$ cat config.mk
export PLATFORM = sky130hd
export DESIGN_NAME = pc_sequencer
export DESIGN_NICKNAME = d
export VERILOG_FILES = /design/src/rtl/pc_seq_pkg.sv /design/src/rtl/pc_sequencer_mux6.sv /design/src/rtl/pc_sequencer.sv
export SDC_FILE = /design/constraint.sdc
export NUM_CORES = 1
export LEC_CHECK = 0
export CAP_MARGIN = 25
export CORE_ASPECT_RATIO = 0.9
export CORE_UTILIZATION = 42
export CTS_CLUSTER_SIZE = 12
export DETAILED_ROUTE_END_ITERATION = 7
export PLACE_DENSITY_LB_ADDON = 0.1
export SLEW_MARGIN = 20
export SYNTH_ARGS = -nofsm -noshare
export SYNTH_HDL_FRONTEND = slang
export SYNTH_SLANG_ARGS = --single-unit
$ cat constraint.sdc
create_clock -name clk -period 4 [get_ports clk]
set_input_delay 1.2 -clock clk [delete_from_list [all_inputs] [get_ports clk]]
set_output_delay 1.2 -clock clk [all_outputs]
set_load 0.01 [all_outputs]
$ cat src/rtl/pc_seq_pkg.sv
// Shared definitions for the IF-stage PC sequencer: FSM state encoding,
// default PC geometry and the stall-counter width.
package pc_seq_pkg;

  localparam int          PC_W_DEF     = 6;
  localparam logic [5:0]  RESET_PC_DEF = 6'd0;
  localparam int          STALL_CNT_W  = 8;
  localparam int          BOOT_CNT_W   = 3;

  // State encodings kept as plain constants so external checkers can match them.
  localparam logic [1:0] S_BOOT  = 2'd0;
  localparam logic [1:0] S_RUN   = 2'd1;
  localparam logic [1:0] S_STALL = 2'd2;
  localparam logic [1:0] S_HALT  = 2'd3;

  typedef enum logic [1:0] {
    ST_BOOT  = S_BOOT,
    ST_RUN   = S_RUN,
    ST_STALL = S_STALL,
    ST_HALT  = S_HALT
  } pc_seq_state_e;

endpackage

$ cat src/rtl/pc_sequencer_mux6.sv
// Two-input next-PC select: sequential (pc+1) versus branch target.
module mux6 #(
  parameter int W = 6
) (
  input  logic [W-1:0] in_adder1,
  input  logic [W-1:0] in_adder2,
  input  logic         cntrl_pc_src,
  output logic [W-1:0] pc_next
);

  // Select 1 picks the branch target, 0 the incremented PC.
  always_comb begin
    pc_next = cntrl_pc_src ? in_adder2 : in_adder1;
  end

endmodule

$ cat src/rtl/pc_sequencer.sv
// IF-stage program-counter sequencer. Owns the PC register, the boot
// warm-up counter, the stall counter and the BOOT/RUN/STALL/HALT FSM, and
// drives the pipeline write-enable and flush controls.
//
// Handshake note: there is no valid/ready pair here. Request inputs are
// level-sensitive and sampled every cycle in RUN/STALL with priority
// halt_req > branch_taken > stall_req; branch_target is only meaningful
// while branch_taken is high. All control outputs are combinational.
module pc_sequencer
  import pc_seq_pkg::*;
#(
  parameter int              PC_W        = PC_W_DEF,
  parameter logic [PC_W-1:0] RESET_PC    = PC_W'(RESET_PC_DEF),
  parameter int              BOOT_CYCLES = 2
) (
  input  logic                   clk,
  input  logic                   rst_n,
  input  logic                   stall_req,
  input  logic                   branch_taken,
  input  logic [PC_W-1:0]        branch_target,
  input  logic                   halt_req,
  output logic [PC_W-1:0]        pc,
  output logic                   fetch_valid,
  output logic                   cntrl_pc_src,
  output logic                   pc_write,
  output logic                   if_id_write,
  output logic                   flush_if_id,
  output logic                   flush_id_ex,
  output logic                   halted,
  output logic [STALL_CNT_W-1:0] stall_count,
  output pc_seq_state_e          state_dbg
);

  pc_seq_state_e          state_q, state_d;
  logic [PC_W-1:0]        pc_q, pc_d;
  logic [BOOT_CNT_W-1:0]  boot_cnt_q, boot_cnt_d;
  logic [STALL_CNT_W-1:0] stall_cnt_q, stall_cnt_d;
  logic [PC_W-1:0]        pc_inc;
  logic [PC_W-1:0]        pc_mux;
  logic                   active;

  // Sequential increment wraps naturally modulo 2^PC_W.
  assign pc_inc = pc_q + PC_W'(1);

  mux6 #(.W(PC_W)) u_mux6 (
    .in_adder1    (pc_inc),
    .in_adder2    (branch_target),
    .cntrl_pc_src (cntrl_pc_src),
    .pc_next      (pc_mux)
  );

  // RUN and STALL behave identically; STALL only records that a bubble was issued.
  assign active = (state_q == ST_RUN) || (state_q == ST_STALL);

  // Pipeline controls and next state from current state and requests.
  always_comb begin
    state_d      = state_q;
    cntrl_pc_src = 1'b0;
    pc_write     = 1'b0;
    if_id_write  = 1'b0;
    flush_if_id  = 1'b0;
    flush_id_ex  = 1'b0;
    stall_cnt_d  = stall_cnt_q;
    boot_cnt_d   = boot_cnt_q;
    case (state_q)
      ST_BOOT: begin
        boot_cnt_d = boot_cnt_q - BOOT_CNT_W'(1);
        if (boot_cnt_d == '0) state_d = ST_RUN;
      end
      ST_RUN, ST_STALL: begin
        if (halt_req) begin
          flush_if_id = 1'b1;
          state_d     = ST_HALT;
        end else if (branch_taken) begin
          cntrl_pc_src = 1'b1;
          pc_write     = 1'b1;
          if_id_write  = 1'b1;
          flush_if_id  = 1'b1;
          flush_id_ex  = 1'b1;
          state_d      = ST_RUN;
        end else if (stall_req) begin
          flush_id_ex = 1'b1;
          state_d     = ST_STALL;
          if (stall_cnt_q != '1) stall_cnt_d = stall_cnt_q + STALL_CNT_W'(1);
        end else begin
          pc_write    = 1'b1;
          if_id_write = 1'b1;
          state_d     = ST_RUN;
        end
      end
      default: ; // HALT is terminal until reset
    endcase
  end

  // PC register only moves when the FSM grants a write.
  always_comb begin
    pc_d = pc_write ? pc_mux : pc_q;
  end

  // State, PC and counters; reset is asynchronous.
  always_ff @(posedge clk or negedge rst_n) begin
    if (!rst_n) begin
      state_q     <= ST_BOOT;
      pc_q        <= RESET_PC;
      boot_cnt_q  <= BOOT_CNT_W'(BOOT_CYCLES);
      stall_cnt_q <= '0;
    end else begin
      state_q     <= state_d;
      pc_q        <= pc_d;
      boot_cnt_q  <= boot_cnt_d;
      stall_cnt_q <= stall_cnt_d;
    end
  end

  // Status outputs decoded from registered state.
  always_comb begin
    pc          = pc_q;
    fetch_valid = active;
    halted      = (state_q == ST_HALT);
    stall_count = stall_cnt_q;
    state_dbg   = state_q;
  end

endmodule
Word level (Yosys, flattened, before mapping) --
Cells that the tools add are included. W data, S select, Z words.
Storage, ports and cells: flip-flop bits (word level) 19, input port bits 11, output and inout bits 23, word-level logic and storage cells 40
Operators by class: add/subtract/negate cells 3, equality and inequality tests 5, mux-type cells 19, bitwise operators 2, reductions and logical operators 7
Operator list (number):
- $mux W1 | 13
- $add A8 B1 Y8 const B | 1
- $mux W2 | 4
- $ne A8 B8 Y1 const B | 1
- $add A6 B1 Y6 const B | 1
- $mux W6 | 1
- $reduce_and A5 Y1 | 1
- $eq A2 B2 Y1 const B | 2
- $pmux W2 S2 | 1
- $logic_not A3 Y1 | 1
- $sub A3 B1 Y3 const B | 1
- $eq A2 B1 Y1 const B | 1
- $logic_not A2 Y1 | 1
- $ne A2 B2 Y1 const B | 1
- $not A1 Y1 | 2
- $reduce_and A2 Y1 | 1
- $reduce_bool A2 Y1 | 1
- $reduce_or A2 Y1 | 1
- $logic_or A1 B1 Y1 | 1

Depth between registers and ports, before layout --
Gate-level depths: netlist of run 1.
depth in word-level cells 4, gate-level depth with buffers 8, gate-level depth less buffers 7

Cells and area by module --
Synthesis of run 1 repeated with hierarchy kept, for this count alone.
Unflattened totals: cell total of the unflattened synthesis 99, area, all modules 1171.1 sq um
Modules (own cells, without submodules):
- pc_sequencer | times used 1, cells each 92, area each 1069.8 sq um, sequential area each 476.7 sq um
- mux6 | times used 1, cells each 7, area each 101.3 sq um, sequential area each 0.0 sq um

Worst setup path after synthesis of run 1 --
OpenSTA, ideal clock, no wires.
path type input port to output port, start input port stall_req, end output port pc_write, arrival 1.862 ns, required time 2.800 ns, slack 0.938 ns, cell stages on the path 4, buffers on the path 2, path through buf_2 -> nor2b_1 -> nor2_1 -> buf_4
On the way: cells in the longest elaborated chain, start to end 4
RTL lines:
- from (decl) | line pc_sequencer.sv:18 | input logic stall_req,
- $mux W1 (4 in a row)
- to (decl) | line pc_sequencer.sv:25 | output logic pc_write,
No other way between the ends.

Final worst setup path of run 1 --
start input port halt_req, end output port pc_write
On the way: cells in the longest elaborated chain, start to end 2
RTL lines:
- from (decl) | line pc_sequencer.sv:21 | input logic halt_req,
- $mux W1 | line pc_sequencer.sv:71 | if (halt_req) begin
- $mux W1 | line pc_sequencer.sv:65 | case (state_q)
No other way between the ends.

==> results.yml, run 1 <==
status:
  outcome: "finished clean"
layout:
  n_antenna_cell: 0
  nNetsFinal: 166
  final_cell_area_um2: 1510
  area_growth_pct: 34.3
  drive_above_1_share_pct: 12.8
yosys:
  syn-cell-area_um2: 1120
  syn_inst: 112
  synth_fp_nets: 129
  async_flop_share_pct: 100
  synth_top_area_share_pct: 40.1
  ys_ff_latch: 19
  yosysWarnings: 0
  synth-seq-area-share_pct: 42.4
  synthFlopType: "dfrtp_1"
  synth_cell_types: 39
  synth.largest_area_cell: "dfrtp_1"
  synth_area_leaders: "dfrtp_1, ha_1, mux2_4"
  synth-edff-count: 0
  avgSynthCellArea_um2: 10.0
timing:
  clock.fmax_mhz: 257
  finalClockSkew_ns: 0.0130
  finalHoldViolations: 0
  maxSlewViolCount: 0
  rsz0062_at_grt: "no"
  finalSetupViolCount: 0
  tns_ns: 0
  tightest_slew_ns: 0.884
  final.min_clock_period_ns: 3.89
  maxSlewHeadroom_pct: 40.9
  setup_ws_ns: 0.113
  fin_crit_sh_pct: 97.2
cts:
  clockBufferDepth: 2
  cts_setup_buffers: 0
  clk_latency_ns: 0.31
  cts_hold_buffers: 0
  clock_sinks: 19
  clk_pin_slew_ns: 0.12
  cts_resized: 0
  cts_tree: "yes"
  cts_root_buf: "clkbuf_4"
  cts.htree.levels: 1
  cts-buffers-inserted: 3
placement:
  portBuffers: 33
  place_area_um2: 1480
  place_ws_ns: 0.0483
  hpwlAfterDp_um: 1740
  gp_congestion: 0.766
die:
  dieWidth_um: 56.5
  core_area_um2: 2490
  num_rows: 17
  start_util_pct: 45.1
  dieHeight_um: 51.1
  die_area_um2: 2890
  io_pins: 34
setup_path:
  end_kind: "primary output"
  cpPeakStageDelay_ns: 0.56
  critPathArrivalTime_ns: 2.69
  crit_chain: "clkdlybuf4s50_1 -> nand2b_2 -> nor2_1 -> clkdlybuf4s50_1"
  crit_top_cell: "clkdlybuf4s50_1"
  start_kind: "primary input"
  critPathRequiredTime_ns: 2.80
  critPathMaxFanout: 6
  worst-setup-path-type: "primary input to primary output"
  slowest_stage: "clkdlybuf4s50_1"
pwr:
  pwr-share-comb_pct: 7.2
  p_clk_share_pct: 31.6
  power_uw: 314
  swShare_pct: 22.9
  peakVddDrop_mv: 0.162
  p_leak_uw: 0.000642
  switching_power_uw: 71.8
  internal_power_uw: 242
  power_frac_seq_pct: 61.2
  cellPowerDensity_nw_per_um2: 208
global_routing:
  grt_use_met3_pct: 6.08
  grt_pass1_vias: 936
  grt_util_met2_pct: 27.1
  antenna_found_initial: 0
  grt_pass1_wl_um: 4100
  grt_usage_pct: 18.2
  met1_usage_pct: 25.0
  grt_max_degree: 20
  gr-total-overflow: 0
  grt_busiest_layer: "met2"
hold_path:
  min_path_type: "flip-flop to flip-flop"
drt:
  drtAntennaViolNets: 0
  first_pass_iters: 4
  drt_iter0_drc: 22
  drt-vias-per-instance: 5.38
  wl_um: 2350
  vias: 947
  drc: 0
  routedWlPerCell_um: 13.4
job:
  maxCapViolations: 0
[path summary, 6_finish.rpt]
| kind | from | to | slack [ns] | cells after the start |
|---|---|---|---|---|
| worst max register to register | state_dbg[0] | stall_count[1] | 2.06 | 7 |
| worst min register to register | boot_cnt_q[2] | boot_cnt_q[2] | 0.50 | 1 |
| worst min-delay path | boot_cnt_q[2] | boot_cnt_q[2] | 0.50 | 1 |
| max in group asynchronous | rst_n | stall_count[1] | 2.06 | 1 |
| min in group asynchronous | rst_n | pc[2] | 1.38 | 1 |
| worst max-delay path | halt_req | pc_write | 0.11 | 4 |
[cell type report]
cell class / instances / area [um^2]
Fill cell: 228 / 980
Multi-Input combinational cell: 81 / 584
Sequential cell: 19 / 477
Inverter: 8 / 30.0
Clock buffer: 3 / 22.5
Timing Repair Buffer: 36 / 355
Tap cell: 28 / 35.0
Clock inverter: 1 / 5.00
[Yosys cell counts (2+ instances only)]
cell	instances
a21oi_1	8
mux2i_1	3
o21ai_0	5
xnor2_1	4
nand2b_1	2
mux2_4	3
ha_1	6
dfrtp_1	18
buf_6	2
nand2_1	8
o22ai_1	4
nand3_1	7
a22oi_1	2
inv_1	7
nor2_1	9
[cells in the final DEF (no fill, tap or decap), types with 2 or more instances in the layout]
cell type	netlist	routed
a21oi_1	8	8
a22oi_1	2	2
buf_4	1	3
clkbuf_4	0	3
clkdlybuf4s50_1	0	32
dfrtp_1	18	18
ha_1	6	6
inv_1	7	7
mux2_4	3	3
mux2i_1	3	3
nand2_1	8	8
nand3_1	7	7
nor2_1	9	9
o21ai_0	5	5
o22ai_1	4	4
xnor2_1	4	4
[power groups by stage]
stage	logic [uW]	registers [uW]	clock network, uW
floorplan	7.27	196	0
global placement	22.3	196	0
detailed placement	22.8	196	0
CTS	22.9	192	105
global route	24.6	192	111
finish	22.5	192	99.1
[critical path: cells and delay by family]
family | cells | cell delay [ns]
buf+inv | 2 | 1.04
simple gates | 2 | 0.44
[kinds of logic after synthesis]
logic type                 Yosys count  share of synthesized area, %
xor gates and xnor gates             5                          3.90
DFF                                 19                          42.4
muxes                                7                          7.68
AOI/OAI and AO/OA                   24                          13.1
and+or+nand+nor                     39                          20.4
adders and majority gates            6                          6.68
buffers and inverters               12                          5.79
[through the flow]
step                      hold WS (ns)  utilization [%]  std cells
after floorplan                  0.465                -        112
after CTS                        0.507             60.4        176
final                            0.504             60.6        176
after global placement           0.479             59.3        172
after detailed placement         0.486             59.3        172
after global routing             0.542             60.6        176
[flip-flops by register name, summed over array words and instances, names as in the netlist]
name	cells
boot_cnt_q	3
pc	6
stall_count	8
state_dbg	2
[routing by layer]
layer  routed length [um]  up-vias
met5                    0        -
met4                   12        0
met3                  117        2
met2                 1060       26
met1                 1160      451
li1                     -      468
Power figures use the tool's default switching activity.
==> run 2: changes to the inputs <==
--- a/config.mk
+++ b/config.mk
@@ -7,11 +7,14 @@
 export LEC_CHECK = 0
 export CAP_MARGIN = 25
 export CORE_ASPECT_RATIO = 0.9
+export CORE_MARGIN = 5
 export CORE_UTILIZATION = 42
 export CTS_CLUSTER_SIZE = 12
 export DETAILED_ROUTE_END_ITERATION = 7
+export HOLD_SLACK_MARGIN = 0.15
 export PLACE_DENSITY_LB_ADDON = 0.1
 export SLEW_MARGIN = 20
 export SYNTH_ARGS = -nofsm -noshare
 export SYNTH_HDL_FRONTEND = slang
+export SYNTH_HIERARCHICAL = 1
 export SYNTH_SLANG_ARGS = --single-unit
==> run 2 against run 1 <==
Against the previous run: via count is 8.0% lower; worst setup slack better by 0.023 ns; largest cell class unchanged; cell count is 6.3% lower; clock skew is 0.012 ns lower; non-clock buffer count is 1 lower; power is 0.75% lower; critical path type unchanged; combinational power is 23% lower; worst hold slack worse by 0.0042 ns; first-iteration DRC count is 4.5% lower; clock-buffer cell count stayed put; design area is 2.8% higher; synthesized cell count is 12% lower.
==> results.yml, run 2 <==
status:
  outcome: "finished clean"
drt:
  drt_iter0_drc: 21
  vias: 871
  routedWlPerCell_um: 14.8
  drt-vias-per-instance: 5.28
  wl_um: 2430
  drtAntennaViolNets: 0
  drc: 0
  first_pass_iters: 4
yosys:
  synth.largest_area_cell: "dfrtp_1"
  syn_inst: 99
  synth_top_area_share_pct: 38.5
  synthFlopType: "dfrtp_1"
  synth-seq-area-share_pct: 40.7
  yosysWarnings: 6
  synth.most_common_cell: "dfrtp_1"
  syn-cell-area_um2: 1170
  synth_area_leaders: "dfrtp_1, mux2_4, mux2_2"
  async_flop_share_pct: 100
  synth_fp_nets: 116
  synthTopCellsByCount: "dfrtp_1, inv_1, mux2_2, mux2_4"
  synth_cell_types: 31
  avgSynthCellArea_um2: 11.8
  ys_ff_latch: 19
  synth-edff-count: 0
layout:
  fillers: 258
  drive_above_1_share_pct: 20.7
  final_cell_mix: "clkdlybuf4s50_1, dfrtp_1, inv_1, mux2_2, mux2_4"
  area_growth_pct: 32.5
  n_antenna_cell: 0
  layout_commonest_cell: "clkdlybuf4s50_1"
  largest_register_ffs: 8
  nNetsFinal: 153
cts:
  clk_latency_ns: 0.30
  cts_resized: 0
  clock_sinks: 19
  cts.htree.levels: 1
  clk_pin_slew_ns: 0.11
  cts_root_buf: "clkbuf_4"
  clockBufferDepth: 2
  cts_tree: "yes"
  cts-buffers-inserted: 3
  cts_hold_buffers: 0
  cts_setup_buffers: 0
global_routing:
  grt_max_degree: 20
  grt_pass1_wl_um: 4120
  antenna_found_initial: 0
  grt_usage_pct: 13.6
  gr-total-overflow: 0
  grt_pass1_vias: 904
timing:
  tns_ns: 0
  finalHoldViolations: 0
  maxSlewViolCount: 0
  fin_crit_sh_pct: 96.6
  final.min_clock_period_ns: 3.86
  maxSlewHeadroom_pct: 42.1
  tightest_slew_ns: 0.866
  clock.fmax_mhz: 259
  rsz0062_at_grt: "no"
  finalSetupViolCount: 0
  finalClockSkew_ns: 0.00123
  holdWs_ns: 0.500
setup_path:
  start_kind: "primary input"
  critPathRequiredTime_ns: 2.80
  critPathArrivalTime_ns: 2.66
  critPathMaxFanout: 6
  worst-setup-path-type: "primary input to primary output"
  reg2reg_to: "stall_count[6]"
  r2r_start: "state_dbg[0]"
  rrSetupSlack_ns: 1.96
  endpoint: "if_id_write"
  worstSetupStartpoint: "branch_taken"
  reg2regPathDepth: 5
  end_kind: "primary output"
die:
  dieWidth_um: 65.7
  die_area_um2: 3950
  start_util_pct: 43.3
  num_rows: 18
  dieHeight_um: 60.1
  core_area_um2: 2700
  io_pins: 34
placement:
  hpwlAfterDp_um: 1850
  gp_congestion: 0.847
  portBuffers: 33
hold_path:
  min_path_type: "flip-flop to flip-flop"
pwr:
  peakVddDrop_mv: 0.198
  cellPowerDensity_nw_per_um2: 201
  p_leak_uw: 0.000692
job:
  maxCapViolations: 0
## run 2: changes by cell type in the layout (fill, tap and decap cells not counted), moves of 4 or more
cell,change
xor2_1,+5
nand2_1,-4
mux2_2,+6
o21ai_0,-4
a21oi_1,-7
mux2_4,+4
## run 2: layout make-up
type / instances / area, um^2 / area share, %
Inverter: 8 / 30.0 / 1.94
Timing Repair Buffer: 35 / 345 / 22.3
Clock inverter: 1 / 5.00 / 0.323
Sequential cell: 19 / 477 / 30.7
Multi-Input combinational cell: 69 / 634 / 40.9
Clock buffer: 3 / 22.5 / 1.45
Tap cell: 30 / 37.5 / 2.42
## run 2: metal layers
metal	wire [um]	vias to the layer above	track usage (%)
met5	0	-	0
met4	15	0	3.85
met3	169	2	5.45
met2	1160	25	22.6
met1	1090	430	16.2
li1	-	414	-
## run 2: worst min path at each step
stage                              from             to  slack (ns)  cells past startpoint
after floorplan           boot_cnt_q[2]  boot_cnt_q[2]        0.46                      1
after global placement    boot_cnt_q[2]  boot_cnt_q[2]        0.48                      1
after detailed placement  boot_cnt_q[2]  boot_cnt_q[2]        0.49                      1
after CTS                 boot_cnt_q[2]  boot_cnt_q[2]        0.50                      1
after global routing      boot_cnt_q[2]  boot_cnt_q[2]        0.52                      1
final                     boot_cnt_q[2]  boot_cnt_q[2]        0.50                      1
## run 2: kinds of logic (layout without fill, tap and decap cells)
kind of cell / Yosys count / after routing / synth area share (%)
DFF: 19 / 19 / 40.7
buffers and inverters: 11 / 47 / 5.13
AOI/OAI and AO/OA: 8 / 8 / 6.52
and+or+nand+nor: 26 / 26 / 13.9
adders and majority gates: 6 / 6 / 6.41
muxes: 18 / 18 / 19.1
xor gates and xnor gates: 11 / 11 / 8.23
## run 2: report_power, final
| group | leakage (uW) | internal [uW] | switching [uW] | total, uW |
|---|---|---|---|---|
| registers | 0.000246 | 192 | 0 | 192 |
| logic | 0.000428 | 10.1 | 7.23 | 17.4 |
| clock network | 0.0000177 | 37.3 | 64.6 | 102 |
| total | 0.000692 | 240 | 71.8 | 311 |
## run 2: worst max-delay path, stage by stage
cell             delay [ns]
clkdlybuf4s50_1        0.55
and2b_2                0.27
nor2_4                 0.10
clkdlybuf4s50_1        0.55
## run 2: per-stage QoR
stage                     std cells  worst slack [ns]  instance area [um^2]  utilization (%)  total power, uW
final                           165             0.137                  1550             57.4              311
after global routing            165            0.0698                  1550             57.4              326
after CTS                       165             0.129                  1550             57.4              318
after detailed placement        161             0.136                  1520             56.4              214
after global placement          161             0.169                  1520             56.4              213
after floorplan                  99              1.02                  1170                -              198
==> RTL edit, RTL diff (settings of run 1) <==
The package constant `PC_W_DEF` goes from 6 to 4.
--- a/src/rtl/pc_seq_pkg.sv
+++ b/src/rtl/pc_seq_pkg.sv
@@ -3,5 +3,5 @@
 package pc_seq_pkg;
 
-  localparam int          PC_W_DEF     = 6;
+  localparam int          PC_W_DEF     = 4;
   localparam logic [5:0]  RESET_PC_DEF = 6'd0;
   localparam int          STALL_CNT_W  = 8;
Ports: changed (resized branch_target and pc); port bits go from 34 to 30. No check against the original RTL was run, so the function may have changed too.
==> RTL edit against run 1 <==
  * Synthesized cell count is 14% lower
  * Sequential cell count is 2 lower
  * Sequential power is 10% lower
  * Cell area is 13% lower
  * Power is 9.0% lower
  * Area after synthesis is 15% lower
  * Routed wire length is 18% lower
  * Worst setup slack better by 67 ps
  * Critical path depth stayed put
  * Largest power group unchanged
==> RTL edit: results (changes against run 1) <==
- Status: complete, no violations (unchanged)
- Cell Count Post-Placement: 151 (was 172)
- Routability cong.: 0.7244 (was 0.7656)
- Most frequent cells after synthesis: dfrtp_1 (16), nor2_1 (10), o21ai_0 (8) (was dfrtp_1 (18), nor2_1 (9), a21oi_1 (8), nand2_1 (8))
- Met1 GRT Util: 23.15% (was 24.96%)
- Clk slew on worst S/H paths: 100 ps (was 120 ps)
- Critical-path top delay cell: clkdlybuf4s50_1 (unchanged)
- Total GRT Usage: 17.67% (was 18.23%)
- CP arrival: 2620 ps (was 2690 ps)
- Initial DRC Count: 18 (was 22)
- Port Buffers: 29 (was 33)
- First-pass GRT wire length: 3042 um (was 4098 um)
- Synth cell types: 31 (was 39)
- Routed vias/inst: 5.194 (was 5.381)
- Sw power: 0.06619 mW (was 0.07176 mW)
- Fraction of layout cells with a size suffix above 1: 11.72% (was 12.84%)
- Clock skew: 4.282 ps (was 12.98 ps)
- Fin nets: 144 (was 166)
- Post-Place Setup Slack: 180.6 ps (was 48.31 ps)
- Post-Syn Area per Cell: 9.984 um2 (was 10.03 um2)
- Max_cap viols: 0 (unchanged)
- Hold Crit Class: reg2reg (unchanged)
- Pleak: 0.5694 nW (was 0.6416 nW)
- Vias in the first global route: 697 (was 936)
- Met3 usage in global routing: 6.472% (was 6.076%)
- Placed Area: 1282 um2 (was 1476 um2)
- CP max stage delay: 620 ps (was 560 ps)
- Largest net degree at the start of global routing: 18 (was 20)
- Max IR drop VDD: 0.1800 mV (was 0.1619 mV)
- Final Routed Wirelength: 1940 um (was 2352 um)
- Largest cells by area after synthesis: dfrtp_1 (42%), ha_1 (7.8%), xnor2_1 (4.6%) (was dfrtp_1 (40%), ha_1 (6.7%), mux2_4 (4.0%))
- Post-Synthesis Net Count: 111 (was 129)
- Detailed Place HPWL: 1467 um (was 1744 um)
- Slew margin rel.: 48.59% (was 40.85%)
- Routing usage on met2: 26.33% (was 27.06%)
- Sequential area share after synthesis: 44.52% (was 42.43%)
- Max Fanout on Critical Path: 9 (was 6)
- DR vias: 805 (was 947)
[RTL edit: cell types whose count changed in the layout (fill, tap and decap cells not counted), moves of 2 or more]
cell / before / now
clkdlybuf4s50_1: 32 / 29
dfrtp_1: 18 / 16
mux2_2: 1 / 3
mux2_4: 3 / 0
nand2_1: 8 / 5
nand3_1: 7 / 3
o21ai_0: 5 / 8
o22ai_1: 4 / 0
[RTL edit: power groups by stage]
stage | combinational, mW | clock [mW] | sequential, mW
floorplan | 0.00435 | 0 | 0.175
global placement | 0.0180 | 0 | 0.175
detailed placement | 0.0180 | 0 | 0.175
CTS | 0.0181 | 0.101 | 0.172
global route | 0.0199 | 0.106 | 0.172
finish | 0.0178 | 0.0958 | 0.172
[RTL edit: path summary, 6_finish.rpt]
path | from | endpoint | slack [ps] | cells past startpoint
max reg2reg | state_dbg[0]$_DFFE_PN0P_ | stall_count[7]$_DFFE_PN0P_ | 2110 | 6
max in group asynchronous | rst_n | pc[2]$_DFFE_PN0P_ | 2180 | 1
min reg2reg | boot_cnt_q[2]$_DFFE_PN0N_ | boot_cnt_q[2]$_DFFE_PN0N_ | 500 | 1
min in group asynchronous | rst_n | stall_count[4]$_DFFE_PN0P_ | 1340 | 1
max | branch_taken | pc_write | 180 | 4
min | boot_cnt_q[2]$_DFFE_PN0N_ | boot_cnt_q[2]$_DFFE_PN0N_ | 500 | 1
[RTL edit: final cells by class]
cell class                      count  area [um2]
Fill cell                         198       849.6
Multi-Input combinational cell     70       494.2
Sequential cell                    17       426.7
Timing Repair Buffer               31       305.3
Tap cell                           27       33.78
Clock buffer                        3       22.52
Inverter                            6       22.52
Clock inverter                      1       7.507
[RTL edit: kinds of logic (layout without fill, tap and decap cells)]
| logic type | after synthesis | count (layout) | share of synthesized area (%) |
|---|---|---|---|
| fa+ha+maj | 6 | 6 | 7.833 |
| mux | 6 | 6 | 6.658 |
| buf+inv | 9 | 41 | 3.917 |
| xor+xnor | 6 | 6 | 5.483 |
| compound gates | 21 | 21 | 12.53 |
| simple gates | 31 | 31 | 19.06 |
| flops | 17 | 17 | 44.52 |
[RTL edit: critical path, delay by kind of cell]
family	cells	cell delay, ps
buffers and inverters	2	1170
and+or+nand+nor	2	240
[RTL edit: layer usage]
metal	part of all wire, %	wire length [um]
met1	48	930
met2	44	846
met3	7.0	135
met4	1.4	27
met5	0	0
